$ cat src/rtl/ray_hit_pkg.sv
// ray_hit_pkg
//   Shared types and constants for the ray hit accumulator.
//   - hit_lane_t      : one primitive hit record at the default widths
//                       (32-bit signed T, 64-bit opaque payload).
//   - ray_hit_mode_e  : CLOSEST (full reduction) or ANY (shadow-ray early out).
//   - ray_hit_state_e : accumulator control states.
//   - BATCH_BITS      : width of the per-ray batch counter.
package ray_hit_pkg;

  localparam int BATCH_BITS      = 16;
  localparam int RH_T_BITS       = 32;
  localparam int RH_PAYLOAD_BITS = 64;

  typedef struct packed {
    logic                              hit;
    logic signed [RH_T_BITS-1:0]       t;
    logic        [RH_PAYLOAD_BITS-1:0] payload;
  } hit_lane_t;

  typedef enum logic {
    HIT_CLOSEST = 1'b0,
    HIT_ANY     = 1'b1
  } ray_hit_mode_e;

  typedef enum logic [1:0] {
    IDLE  = 2'd0,
    ACCUM = 2'd1,
    DRAIN = 2'd2,
    DONE  = 2'd3
  } ray_hit_state_e;

endpackage

$ cat src/rtl/hit_min_tree.sv
// hit_min_tree
//   Combinational min-T selector over WIDTH lanes (WIDTH a power of 2).
//   A log2(WIDTH)-level pairwise compare tree; at every node the left
//   (lower-index) child wins unless the right child is strictly smaller,
//   so ties resolve to the lowest lane index.
// Ports:
//   i_t     : per-lane signed T
//   i_mask  : per-lane qualification
//   o_any   : at least one lane qualified
//   o_min_t : smallest qualified T (don't-care when o_any=0)
//   o_idx   : lane index of o_min_t
module hit_min_tree
  import ray_hit_pkg::*;
#(
  parameter int WIDTH    = 4,
  parameter int T_BITS   = 32,
  parameter int IDX_BITS = $clog2(WIDTH)
) (
  input  logic signed [T_BITS-1:0]   i_t [WIDTH],
  input  logic        [WIDTH-1:0]    i_mask,
  output logic                       o_any,
  output logic signed [T_BITS-1:0]   o_min_t,
  output logic        [IDX_BITS-1:0] o_idx
);

  localparam int LEVELS = $clog2(WIDTH);

  logic                       w_vld [LEVELS+1][WIDTH];
  logic signed [T_BITS-1:0]   w_t   [LEVELS+1][WIDTH];
  logic        [IDX_BITS-1:0] w_idx [LEVELS+1][WIDTH];

  for (genvar n = 0; n < WIDTH; n++) begin : g_leaf
    assign w_vld[0][n] = i_mask[n];
    assign w_t[0][n]   = i_t[n];
    assign w_idx[0][n] = IDX_BITS'(n);
  end

  for (genvar l = 0; l < LEVELS; l++) begin : g_lvl
    for (genvar n = 0; n < WIDTH; n++) begin : g_node
      if (n < (WIDTH >> (l + 1))) begin : g_cmp
        logic w_pick_r;
        // Right child only wins when it is valid and strictly smaller.
        assign w_pick_r = w_vld[l][2*n+1] &&
                          (!w_vld[l][2*n] || (w_t[l][2*n] > w_t[l][2*n+1]));
        assign w_vld[l+1][n] = w_vld[l][2*n] | w_vld[l][2*n+1];
        assign w_t[l+1][n]   = w_pick_r ? w_t[l][2*n+1]   : w_t[l][2*n];
        assign w_idx[l+1][n] = w_pick_r ? w_idx[l][2*n+1] : w_idx[l][2*n];
      end else begin : g_pad
        assign w_vld[l+1][n] = 1'b0;
        assign w_t[l+1][n]   = '0;
        assign w_idx[l+1][n] = '0;
      end
    end
  end

  assign o_any   = w_vld[LEVELS][0];
  assign o_min_t = w_t[LEVELS][0];
  assign o_idx   = w_idx[LEVELS][0];

endmodule

$ cat src/rtl/ray_hit_accumulator.sv
// ray_hit_accumulator
//   Streams batches of WIDTH primitive hits for one ray, reduces each batch
//   to its min-T qualified lane (stage 1 register, stage 2 tree + merge) and
//   keeps a running best hit. CLOSEST mode returns the overall closest hit
//   after the last batch; ANY mode finishes at the first qualifying batch.
//   Optional: define RAY_HIT_STATS_EN to add saturating statistics outputs
//   stat_batches / stat_lane_hits (merged batches / qualified lanes).
// Ports:
//   clk, resetn                         : clock, async active-low reset
//   start_valid/ready, start_mode/max_t : ray start handshake
//   in_valid/ready, in_last, in_hit,
//   in_t, in_payload                    : batch stream, lane 0 in the LSBs
//   out_valid/ready, out_hit, out_t,
//   out_payload, out_batch, out_lane    : result handshake and best hit
module ray_hit_accumulator
  import ray_hit_pkg::*;
#(
  parameter int WIDTH        = 4,
  parameter int T_BITS       = 32,
  parameter int PAYLOAD_BITS = 64,
  parameter int IDX_BITS     = $clog2(WIDTH)
) (
  input  logic                            clk,
  input  logic                            resetn,
  input  logic                            start_valid,
  output logic                            start_ready,
  input  logic                            start_mode,
  input  logic [T_BITS-1:0]               start_max_t,
  input  logic                            in_valid,
  output logic                            in_ready,
  input  logic                            in_last,
  input  logic [WIDTH-1:0]                in_hit,
  input  logic [WIDTH*T_BITS-1:0]         in_t,
  input  logic [WIDTH*PAYLOAD_BITS-1:0]   in_payload,
  output logic                            out_valid,
  input  logic                            out_ready,
  output logic                            out_hit,
  output logic [T_BITS-1:0]               out_t,
  output logic [PAYLOAD_BITS-1:0]         out_payload,
  output logic [BATCH_BITS-1:0]           out_batch,
  output logic [IDX_BITS-1:0]             out_lane
`ifdef RAY_HIT_STATS_EN
  ,
  output logic [31:0]                     stat_batches,
  output logic [31:0]                     stat_lane_hits
`endif
);

  function automatic logic [BATCH_BITS-1:0] sat_inc_batch(input logic [BATCH_BITS-1:0] v);
    return (&v) ? v : v + BATCH_BITS'(1);
  endfunction

  // Control and running best
  ray_hit_state_e              r_state;
  ray_hit_mode_e               r_mode;
  logic signed [T_BITS-1:0]    r_max_t;
  logic [BATCH_BITS-1:0]       r_batch_cnt;
  logic                        r_best_hit;
  logic signed [T_BITS-1:0]    r_best_t;
  logic [PAYLOAD_BITS-1:0]     r_best_payload;
  logic [BATCH_BITS-1:0]       r_best_batch;
  logic [IDX_BITS-1:0]         r_best_lane;

  // Stage 1 registers
  logic                        r_vld_p1;
  logic                        r_last_p1;
  logic [WIDTH-1:0]            r_mask_p1;
  logic signed [T_BITS-1:0]    r_t_p1       [WIDTH];
  logic [PAYLOAD_BITS-1:0]     r_payload_p1 [WIDTH];
  logic [BATCH_BITS-1:0]       r_batch_p1;

  logic signed [T_BITS-1:0]    w_in_t [WIDTH];
  logic [WIDTH-1:0]            w_qual;
  logic                        w_tree_any;
  logic signed [T_BITS-1:0]    w_tree_t;
  logic [IDX_BITS-1:0]         w_tree_idx;
  logic                        w_better;
  logic                        w_any_stop;
  logic                        w_accept;

  // Qualification: hit set, 0 < T < max_t (signed).
  for (genvar g = 0; g < WIDTH; g++) begin : g_qual
    assign w_in_t[g] = in_t[g*T_BITS +: T_BITS];
    assign w_qual[g] = in_hit[g] && !w_in_t[g][T_BITS-1] && (w_in_t[g] != '0) &&
                       (w_in_t[g] < r_max_t);
  end

  // ANY mode stops taking batches in the very cycle a hit merges, so
  // nothing accepted behind the winning batch can reach the merge.
  assign w_any_stop  = r_vld_p1 && (r_mode == HIT_ANY) && w_tree_any;
  assign in_ready    = (r_state == ACCUM) && !w_any_stop;
  assign w_accept    = in_valid && in_ready;
  assign start_ready = (r_state == IDLE);
  assign out_valid   = (r_state == DONE);
  assign w_better    = r_vld_p1 && w_tree_any && (w_tree_t < r_best_t);

  assign out_hit     = r_best_hit;
  assign out_t       = r_best_t;
  assign out_payload = r_best_payload;
  assign out_batch   = r_best_batch;
  assign out_lane    = r_best_lane;

  // ---- stage 0 -> stage 1: register accepted batch ----
  always_ff @(posedge clk or negedge resetn) begin
    if (!resetn) begin
      r_vld_p1  <= 1'b0;
      r_last_p1 <= 1'b0;
    end else begin
      r_vld_p1  <= w_accept;
      r_last_p1 <= w_accept && in_last;
    end
  end

  always_ff @(posedge clk) begin
    if (w_accept) begin
      r_mask_p1  <= w_qual;
      r_batch_p1 <= r_batch_cnt;
      for (int g = 0; g < WIDTH; g++) begin
        r_t_p1[g]       <= w_in_t[g];
        r_payload_p1[g] <= in_payload[g*PAYLOAD_BITS +: PAYLOAD_BITS];
      end
    end
  end

  hit_min_tree #(
    .WIDTH    (WIDTH),
    .T_BITS   (T_BITS),
    .IDX_BITS (IDX_BITS)
  ) u_tree (
    .i_t     (r_t_p1),
    .i_mask  (r_mask_p1),
    .o_any   (w_tree_any),
    .o_min_t (w_tree_t),
    .o_idx   (w_tree_idx)
  );

  // ---- stage 2: tree result merges into the running best ----
  always_ff @(posedge clk or negedge resetn) begin
    if (!resetn) begin
      r_state        <= IDLE;
      r_mode         <= HIT_CLOSEST;
      r_max_t        <= '0;
      r_batch_cnt    <= '0;
      r_best_hit     <= 1'b0;
      r_best_t       <= '0;
      r_best_payload <= '0;
      r_best_batch   <= '0;
      r_best_lane    <= '0;
    end else begin
      case (r_state)
        IDLE: begin
          if (start_valid) begin
            r_mode         <= ray_hit_mode_e'(start_mode);
            r_max_t        <= start_max_t;
            r_best_t       <= start_max_t;
            r_best_hit     <= 1'b0;
            r_best_payload <= '0;
            r_best_batch   <= '0;
            r_best_lane    <= '0;
            r_batch_cnt    <= '0;
            r_state        <= ACCUM;
          end
        end
        ACCUM: begin
          if (w_accept) r_batch_cnt <= sat_inc_batch(r_batch_cnt);
          if (w_any_stop)                r_state <= DONE;
          else if (w_accept && in_last)  r_state <= DRAIN;
        end
        DRAIN: begin
          if (r_vld_p1 && r_last_p1) r_state <= DONE;
        end
        DONE: begin
          if (out_ready) r_state <= IDLE;
        end
        default: r_state <= IDLE;
      endcase

      // Strict less-than keeps the earlier batch on equal T.
      if (w_better) begin
        r_best_hit     <= 1'b1;
        r_best_t       <= w_tree_t;
        r_best_payload <= r_payload_p1[w_tree_idx];
        r_best_batch   <= r_batch_p1;
        r_best_lane    <= w_tree_idx;
      end
    end
  end

`ifdef RAY_HIT_STATS_EN
  function automatic logic [31:0] sat_add32(input logic [31:0] a, input logic [31:0] b);
    logic [32:0] s;
    s = {1'b0, a} + {1'b0, b};
    return s[32] ? '1 : s[31:0];
  endfunction

  logic [31:0] r_stat_batches;
  logic [31:0] r_stat_lane_hits;

  // Counted at the merge so batches that never merge are not counted.
  always_ff @(posedge clk or negedge resetn) begin
    if (!resetn) begin
      r_stat_batches   <= '0;
      r_stat_lane_hits <= '0;
    end else if (r_vld_p1) begin
      r_stat_batches   <= sat_add32(r_stat_batches, 32'd1);
      r_stat_lane_hits <= sat_add32(r_stat_lane_hits, 32'($countones(r_mask_p1)));
    end
  end

  assign stat_batches   = r_stat_batches;
  assign stat_lane_hits = r_stat_lane_hits;
`endif

endmodule

$ cat config.mk
export PLATFORM = sky130hd
export DESIGN_NAME = ray_hit_accumulator
export DESIGN_NICKNAME = d
export VERILOG_FILES = /design/src/rtl/ray_hit_pkg.sv /design/src/rtl/hit_min_tree.sv /design/src/rtl/ray_hit_accumulator.sv
export SDC_FILE = /design/constraint.sdc
export NUM_CORES = 1
export LEC_CHECK = 0
export CORE_MARGIN = 2
export CORE_UTILIZATION = 35
export CTS_BUF_LIST = sky130_fd_sc_hd__clkbuf_4
export CTS_CLUSTER_SIZE = 40
export DETAILED_ROUTE_END_ITERATION = 16
export DONT_BUFFER_PORTS = 1
export PLACE_DENSITY = 0.48
export RECOVER_POWER = 100
export SLEW_MARGIN = 20
export SYNTH_ARGS = -nofsm -noshare
export SYNTH_HDL_FRONTEND = slang
export SYNTH_SLANG_ARGS = --single-unit
export TNS_END_PERCENT = 100
$ cat constraint.sdc
create_clock -name clk -period 29.5 [get_ports clk]
set_input_delay 4.425 -clock clk [delete_from_list [all_inputs] [get_ports clk]]
set_output_delay 4.425 -clock clk [all_outputs]
set_load 0.005 [all_outputs]
==> results.cfg, run 1 <==
[clock_tree]
cts_root_buf = clkbuf_4
cts_resized = 0
clk_transition_reported_paths_ns = 0.07
cts_sinks = 572
post-cts-setup-buffers = 0
cts_tree = yes
clock_path_buffers = 3
cts_buffers = 164
htree_levels = 4
clk_latency_ns = 1.02
holdBufCountCts = 0

[floorplan]
die_x_um = 288
die_h_um = 288
dieArea_mm2 = 0.0827
fp.coreArea_mm2 = 0.0800
start_util_pct = 35.2
core.rowCount = 104
io-pin-count = 545

[synth]
async_reset_ff_share_pct = 29.4
synth_top_area_share_pct = 43.1
synthesis.nets = 2849
yosys.cell_count.top_type = edfxtp_1
synth_edf_count = 404
avgSynthCellArea_um2 = 13.0
netlist_area_mm2 = 0.0282
synth_area_leaders = edfxtp_1 (43%), dfrtp_1 (15%), ha_1 (11%)
yosysSeqAreaShare_pct = 58.0
synth_top_area_cell = edfxtp_1
synth_common_cells = edfxtp_1 (404), ha_1 (256), inv_1 (177)
synth-seq-cells = 572
yosysWarnings = 0
ys_types = 72
synth_cells = 2166
synthFlopType = edfxtp_1

[power]
power.leakage_nw = 13.1
peakVddDrop_v = 0.0000504
powerDensity_mw_per_mm2 = 104

[critical_path]
required_ns = 30.37
cp-endpoint = out_payload[38]$_DFFE_PN0P_
slowest_delay_ns = 3.90
r2r_slack_ns = 10.32
path_buf_inv = 3
endpoint_kind = flop
worstSetupStartpoint = r_t_p1[39]$_DFFE_PP_
ff2ff_path_depth = 28
crit_family = simple AND/OR/NAND/NOR gates
critPathSlowestCell = or2_0
timing.rr.end = out_payload[38]$_DFFE_PN0P_
crit_fanout = 61
crit_arrival_ns = 20.05
reg2reg_from = r_t_p1[39]$_DFFE_PP_
path_class = flop to flop
crit_top_cell = ha_1
startpoint_type = flop
cp.depth = 28

[place]
gp_congestion = 0.893
dp.final_hpwl_mm = 68.5
numPortBuffers = 0

[sta]
finalSetupViolations = 0
hold_violations = 0
fin_tns_setup_ns = 0
maxSlewHeadroom_pct = -267
report.final.slew_viol_count = 758
worstMarginPinSlew_ns = 5.50
finalCritPeriodShare_pct = 65.0
fin_skew_ns = 0.0815
fin_crit_ns = 19.18
rsz0062_at_grt = false
fmax_mhz = 52.1

[global_route]
grt_overflow = 0
grt.total_usage_pct = 21.6
grt_pass1_wl_mm = 130
first_global_vias = 19100
grt_max_degree = 169
antenna_found_initial = 14

[routing]
first_pass_iters = 5
totalWireLength_mm = 91.3
postRouteAntennaNets = 0
wl_per_cell_um = 26.2
vias = 18300
dr.first_iter.drc_count = 960
vias_per_cell = 5.26
drc = 0

[flow_run]
cap_viol_max_count = 12

[final_layout]
fin_util_pct = 39.3
nFillCells = 7674
nNetsFinal = 2955
syn_to_final_growth_pct = 11.6
drive_above_1_share_pct = 14.7

[worst_hold_path]
hp-class = flop to flop

[outcome]
violations = capacitance limit, slew limit
status = finished with violations
## how the worst min path moves through the flow
stage	from	to	slack, ns	cells past startpoint
final	r_batch_p1[2]$_DFFE_PP_	out_batch[2]$_DFFE_PN0P_	0.46	1
after global routing	r_batch_p1[7]$_DFFE_PP_	out_batch[7]$_DFFE_PN0P_	0.49	1
after CTS	r_batch_p1[2]$_DFFE_PP_	out_batch[2]$_DFFE_PN0P_	0.46	1
after detailed placement	r_batch_p1[12]$_DFFE_PP_	out_batch[12]$_DFFE_PN0P_	0.46	1
after global placement	r_batch_p1[13]$_DFFE_PP_	out_batch[13]$_DFFE_PN0P_	0.46	1
after floorplan	r_batch_cnt[8]$_DFFE_PN0P_	r_batch_p1[8]$_DFFE_PP_	0.45	0
## area by class of cell
cell class	instances	area [µm²]	area share, %
repair buffers	12	60.1	0.191
multi-input cells	1344	10800	34.3
clock inverters	48	284	0.904
well taps	1060	1330	4.22
clock buffers	257	1930	6.14
flip-flops and latches	572	16300	52.0
diodes	11	27.5	0.0876
inverters	178	669	2.13
## through the flow
step / hold WS, ns / cell area (µm²) / setup WS, ns / std cells / power, mW
after floorplan: 0.447 / 28200 / 15.21 / 2166 / 2.15
after detailed placement: 0.458 / 29200 / 18.13 / 3166 / 2.49
after global placement: 0.455 / 29200 / 18.34 / 3166 / 2.46
after CTS: 0.465 / 31400 / 18.04 / 3471 / 3.28
final: 0.462 / 31400 / 10.32 / 3482 / 3.27
after global routing: 0.486 / 31400 / 8.83 / 3477 / 3.51
## per-layer routing
layer	part of all wire (%)	GRT usage [%]
met4	3.3	9.48
met1	39	24.3
met5	0.070	0
met2	50	37.2
met3	8.3	7.41
## logic make-up (layout without fill, tap and decap cells)
logic type	after synthesis	after routing	share of synthesized area, %
DFF	572	572	58.0
adders and majority gates	256	256	11.4
and+or+nand+nor	368	368	6.55
xor gates and xnor gates	8	8	0.249
other	0	11	0
buffers and inverters	250	495	3.73
AOI/OAI and AO/OA	457	457	10.6
muxes	255	255	9.49
## registers in the layout, indices dropped and copies added, names as in the netlist, 2 cells and up
| signal | flops |
|---|---|
| out_t | 32 |
| r_max_t | 32 |
| r_batch_p1 | 16 |
| out_payload | 64 |
| r_t_p1 | 128 |
| r_batch_cnt | 16 |
| r_payload_p1 | 256 |
| out_lane | 2 |
| r_mask_p1 | 4 |
| out_batch | 16 |
| r_state | 2 |
## worst reg2reg max path: cells and delay by family, from the launching register on
kind	cells	cell delay, ns
adder cells (fa/ha/maj)	3	1.24
AND/OR/NAND/NOR	7	5.85
multiplexers	2	1.55
buffers and inverters	3	5.75
flip-flops	1	0.41
AO/OA/AOI/OAI	13	4.25
## cells in the final DEF (no fill, tap or decap), types with 14 or more instances in the layout
cell,Yosys,routed
mux2i_1,159,159
o21ai_0,174,174
nand2b_1,14,14
mux2_1,29,29
a21oi_1,74,74
edfxtp_1,404,404
a22o_1,82,82
a21o_1,49,49
ha_1,256,256
clkinv_1,0,28
nand3_1,23,23
inv_1,177,177
nand4_1,49,49
nand2_1,143,143
nor2b_1,17,17
nor4_1,37,37
mux2_2,67,67
dfrtp_1,168,168
nor2_1,42,42
clkbuf_4,0,257
## where the power goes
| group | switching [mW] | internal (mW) |
|---|---|---|
| clock network | 0.355 | 0.416 |
| logic | 0.782 | 0.490 |
| registers | 0.116 | 1.11 |
(Power assumes the default switching activity.)
==> inputs of run 2 (changes only) <==
--- a/config.mk
+++ b/config.mk
@@ -11,7 +11,7 @@
 export CTS_CLUSTER_SIZE = 40
 export DETAILED_ROUTE_END_ITERATION = 16
 export DONT_BUFFER_PORTS = 1
-export PLACE_DENSITY = 0.48
+export PLACE_DENSITY = 0.5
 export RECOVER_POWER = 100
 export SLEW_MARGIN = 20
 export SYNTH_ARGS = -nofsm -noshare
==> constraint.sdc (replaced) <==
create_clock -name clk -period 16.27 [get_ports clk]
set_input_delay 2.4405 -clock clk [delete_from_list [all_inputs] [get_ports clk]]
set_output_delay 2.4405 -clock clk [all_outputs]
set_load 0.005 [all_outputs]
==> results.cfg, run 2 (synthesized netlist as in run 1, its figures left out) <==
[sta]
worstMarginPinSlew_ns = 6.48
rsz0062_at_grt = false
finalSetupViolations = 0
maxSlewHeadroom_pct = -332
fin_crit_ns = 12.99
report.final.slew_viol_count = 594
fin_skew_ns = 0.102
finalCritPeriodShare_pct = 79.9
fmax_mhz = 77.0
hold_violations = 0
fin_tns_setup_ns = 0

[routing]
drc = 0
vias_per_cell = 5.32
dr.first_iter.drc_count = 1167
postRouteAntennaNets = 0
vias = 18500
first_pass_iters = 5
totalWireLength_mm = 91.1
wl_per_cell_um = 26.2

[final_layout]
nFillCells = 7651
largest_register_ffs = 256
top_register = r_payload_p1
final_common_cell = edfxtp_1
layout.area.seq_mm2 = 0.0163
finalNonFillerCells = 3479
nNetsFinal = 2952
drive_above_1_share_pct = 14.6
syn_to_final_growth_pct = 11.5
multi_input_area_mm2 = 0.0108
layout_common_cells = edfxtp_1 (404), ha_1 (256), clkbuf_4 (250), inv_1 (177), o21ai_0 (175)

[global_route]
antenna_found_initial = 14
grt_overflow = 0
grt_pass1_wl_mm = 129
grt_max_degree = 186
first_global_vias = 19300
grt.total_usage_pct = 21.6

[place]
dp_cells = 3165
gp_congestion = 0.908
numPortBuffers = 0
dp.final_hpwl_mm = 67.7

[worst_hold_path]
holdPathStages = 1
hp-class = flop to flop

[critical_path]
path_buf_inv = 6
path_class = flop to flop
endpoint_kind = flop
startpoint_type = flop
crit_family = buffers and inverters
slowest_delay_ns = 2.04
ff2ff_path_depth = 30
crit_fanout = 59
required_ns = 17.12
crit_arrival_ns = 13.84
critPathSlowestCell = clkbuf_1
cp.depth = 30

[clock_tree]
holdBufCountCts = 0
cts_resized = 0
cts_root_buf = clkbuf_4
cts_tree = yes
clk_transition_reported_paths_ns = 0.06
post-cts-setup-buffers = 0
clock_path_buffers = 3
cts_buffers = 162
clk_latency_ns = 1.05
cts_sinks = 572
htree_levels = 4

[outcome]
status = finished with violations
violations = capacitance limit, slew limit

[flow_run]
cap_viol_max_count = 7

[power]
peakVddDrop_v = 0.0000871
power.leakage_nw = 13.0
powerDensity_mw_per_mm2 = 188

[floorplan]
dieArea_mm2 = 0.0827
io-pin-count = 545
die_x_um = 288
core.rowCount = 104
start_util_pct = 35.2
fp.coreArea_mm2 = 0.0800
die_h_um = 288
-- run 2: changes by cell type in the layout (fill, tap and decap cells not counted), sizes merged --
cell / previous run / this run
clkbuf: 265 / 254
buf: 4 / 7
clkinvlp: 3 / 5
clkinv: 39 / 40
diode: 11 / 12
inv: 182 / 183
-- run 2: worst reg2reg max path, delay by kind of cell (launching register included) --
kind | cells | cell delay (ns)
buffers and inverters | 6 | 4.73
and+or+nand+nor | 11 | 2.88
AOI/OAI and AO/OA | 7 | 2.31
muxes | 3 | 1.44
adders and majority gates | 3 | 1.06
DFF | 1 | 0.38
-- run 2: worst paths after layout --
| check | slack, ns | start | endpoint |
|---|---|---|---|
| max | 3.28 | r_t_p1[73]$_DFFE_PP_ | out_t[26]$_DFFE_PN0P_ |
| min | 0.44 | r_batch_p1[1]$_DFFE_PP_ | out_batch[1]$_DFFE_PN0P_ |
| max reg2reg | 3.28 | r_t_p1[73]$_DFFE_PP_ | out_t[26]$_DFFE_PN0P_ |
| min reg2reg | 0.44 | r_batch_p1[1]$_DFFE_PP_ | out_batch[1]$_DFFE_PN0P_ |
| max in group asynchronous | 14.52 | resetn | r_last_p1$_DFF_PN0_ |
| min in group asynchronous | 1.17 | resetn | r_max_t[17]$_DFFE_PN0P_ |
-- run 2: report_power, final --
group | switching [mW] | internal [mW]
sequential | 0.209 | 2.02
combinational | 1.42 | 0.859
clock | 0.649 | 0.738
total | 2.28 | 3.62
-- run 2: layer usage --
layer | track usage [%] | part of all wire, % | wire [µm]
met4 | 7.99 | 3.0 | 2690
met3 | 8.84 | 9.4 | 8540
met1 | 24.0 | 38 | 34800
met5 | 0 | 0.045 | 41
met2 | 36.8 | 49 | 45000
-- run 2: final cells by class --
cell class / instances / area share (%)
inverter: 178 / 2.13
antenna: 12 / 0.0957
timing repair buffer: 11 / 0.223
multi-input combinational: 1344 / 34.3
sequential: 572 / 52.1
clock buffer: 250 / 5.98
clock inverter: 52 / 0.969
tap: 1060 / 4.23
-- run 2: per-stage QoR --
stage / power, mW / hold WS, ns / cell area [µm²] / setup slack (ns) / util (%)
3_5_place_dp: 4.52 / 0.459 / 29200 / 5.14 / 36.5
6_report: 5.90 / 0.437 / 31400 / 3.28 / 39.2
5_1_grt: 6.34 / 0.451 / 31400 / 2.26 / 39.2
4_1_cts: 5.95 / 0.427 / 31400 / 5.09 / 39.3
3_3_place_gp: 4.46 / 0.453 / 29200 / 5.34 / 36.5
2_1_floorplan: 3.89 / 0.447 / 28200 / 3.96 / -
==> inputs of run 3 (changes only) <==
==> constraint.sdc (replaced) <==
create_clock -name clk -period 11.2 [get_ports clk]
set_input_delay 1.68 -clock clk [delete_from_list [all_inputs] [get_ports clk]]
set_output_delay 1.68 -clock clk [all_outputs]
set_load 0.005 [all_outputs]
==> results.cfg, run 3 (synthesized netlist as in run 1, its figures left out) <==
[clock_tree]
clock_path_buffers = 3
holdBufCountCts = 0
cts_sinks = 572
cts_buffers = 162
htree_levels = 4
clk_transition_reported_paths_ns = 0.08
clk_latency_ns = 1.04
cts_tree = yes
cts_root_buf = clkbuf_4

[sta]
finalSetupViolations = 0
fmax_mhz = 96.6
finalCritPeriodShare_pct = 92.4
fin_skew_ns = 0.115
fin_tns_setup_ns = 0
hold_violations = 0
rsz0062_at_grt = false
maxSlewHeadroom_pct = -159
fin_crit_ns = 10.35
worstMarginPinSlew_ns = 3.88
report.final.slew_viol_count = 513
timing.hold.ws_ns = 0.369

[outcome]
violations = capacitance limit, slew limit
status = finished with violations

[critical_path]
crit_arrival_ns = 11.24
path_class = flop to flop
crit_top_cell = ha_1
slowest_delay_ns = 0.79
endpoint_kind = flop
critPathSlowestCell = a2111oi_2
required_ns = 12.09
startpoint_type = flop
crit_fanout = 51

[place]
numPortBuffers = 0
dp.final_hpwl_mm = 67.5
gp_congestion = 0.898
dp_cells = 3170
placed_cell_area_mm2 = 0.0293

[global_route]
grt_max_degree = 169
grt_overflow = 0
grt_pass1_wl_mm = 128
antenna_found_initial = 17
grt.total_usage_pct = 21.4
first_global_vias = 19100

[floorplan]
die_h_um = 288
start_util_pct = 35.2
dieArea_mm2 = 0.0827
die_x_um = 288
fp.coreArea_mm2 = 0.0800
io-pin-count = 545
core.rowCount = 104

[worst_hold_path]
hp-class = primary input to async pin

[flow_run]
cap_viol_max_count = 7

[final_layout]
largest_register_ffs = 256
syn_to_final_growth_pct = 11.7
finalNonFillerCells = 3477
nNetsFinal = 2958
stdcell_area_mm2 = 0.0315
layout_common_cells = edfxtp_1 (404), clkbuf_4 (257), ha_1 (256), inv_1 (176), o21ai_0 (174)
drive_above_1_share_pct = 15.0
final_common_cell = edfxtp_1
top_register = r_payload_p1

[power]
peakVddDrop_v = 0.000148
powerDensity_mw_per_mm2 = 272
power.leakage_nw = 13.1

[routing]
route.met2.wl_mm = 44.8
vias = 18500
vias_per_cell = 5.31
first_pass_iters = 5
drc = 0
postRouteAntennaNets = 0
wl_met3_mm = 8.21
wl_met1_mm = 35.0
totalWireLength_mm = 90.4
top_layer = met5
dr.first_iter.drc_count = 1208
wl_per_cell_um = 26.0
run 3: area by class of cell:
type | count | area, µm²
Antenna cell | 12 | 30.0
Clock buffer | 257 | 1930
Clock inverter | 37 | 258
Fill cell | 7633 | 48600
Inverter | 178 | 672
Multi-Input combinational cell | 1345 | 10800
Sequential cell | 572 | 16300
Tap cell | 1060 | 1330
Timing Repair Buffer | 16 | 110
run 3: path summary, 6_finish.rpt:
check	startpoint	end	slack (ns)	cells past startpoint
max	r_t_p1[99]$_DFFE_PP_	out_batch[3]$_DFFE_PN0P_	0.85	28
min	resetn	out_t[7]$_DFFE_PN0P_	0.37	0
max reg2reg	r_t_p1[99]$_DFFE_PP_	out_batch[3]$_DFFE_PN0P_	0.85	28
min reg2reg	r_batch_p1[0]$_DFFE_PP_	out_batch[0]$_DFFE_PN0P_	0.45	1
max in group asynchronous	resetn	out_lane[0]$_DFFE_PN0P_	10.45	0
min in group clk	r_batch_p1[0]$_DFFE_PP_	out_batch[0]$_DFFE_PN0P_	0.45	1
run 3: critical path: cells and delay by family (launching register included):
kind                     cells  cell delay (ns)
AO/OA/AOI/OAI               13             4.02
AND/OR/NAND/NOR              6             2.11
buffers and inverters        4             1.95
adder cells (fa/ha/maj)      3             0.98
multiplexers                 2             0.66
flip-flops                   1             0.41
run 3: timing repair:
action / 4_1_cts / 5_1_grt
setup endpoints to repair: 0 / 38
gates resized for setup: 0 / 3
buffers inserted: 0 / 0
run 3: routing by layer:
layer | vias to the layer above | global-route usage (%)
met1 | 9078 | 24.2
met4 | 14 | 7.30
met3 | 157 | 8.34
met5 | - | 0
li1 | 8530 | -
met2 | 680 | 36.7
run 3: power breakdown:
group	switching, mW	internal [mW]
registers	0.304	2.91
logic	2.06	1.25
clock network	0.921	1.11
total	3.29	5.27
run 3: through the flow:
| step | util [%] | total power [mW] | worst slack, ns |
|---|---|---|---|
| detailed placement | 36.6 | 6.56 | 0.889 |
| global route | 39.3 | 9.20 | 0.0899 |
| floorplan | - | 5.60 | 2.97 |
| CTS | 39.3 | 8.64 | 0.779 |
| finish | 39.3 | 8.55 | 0.852 |
| global placement | 36.6 | 6.48 | 1.33 |
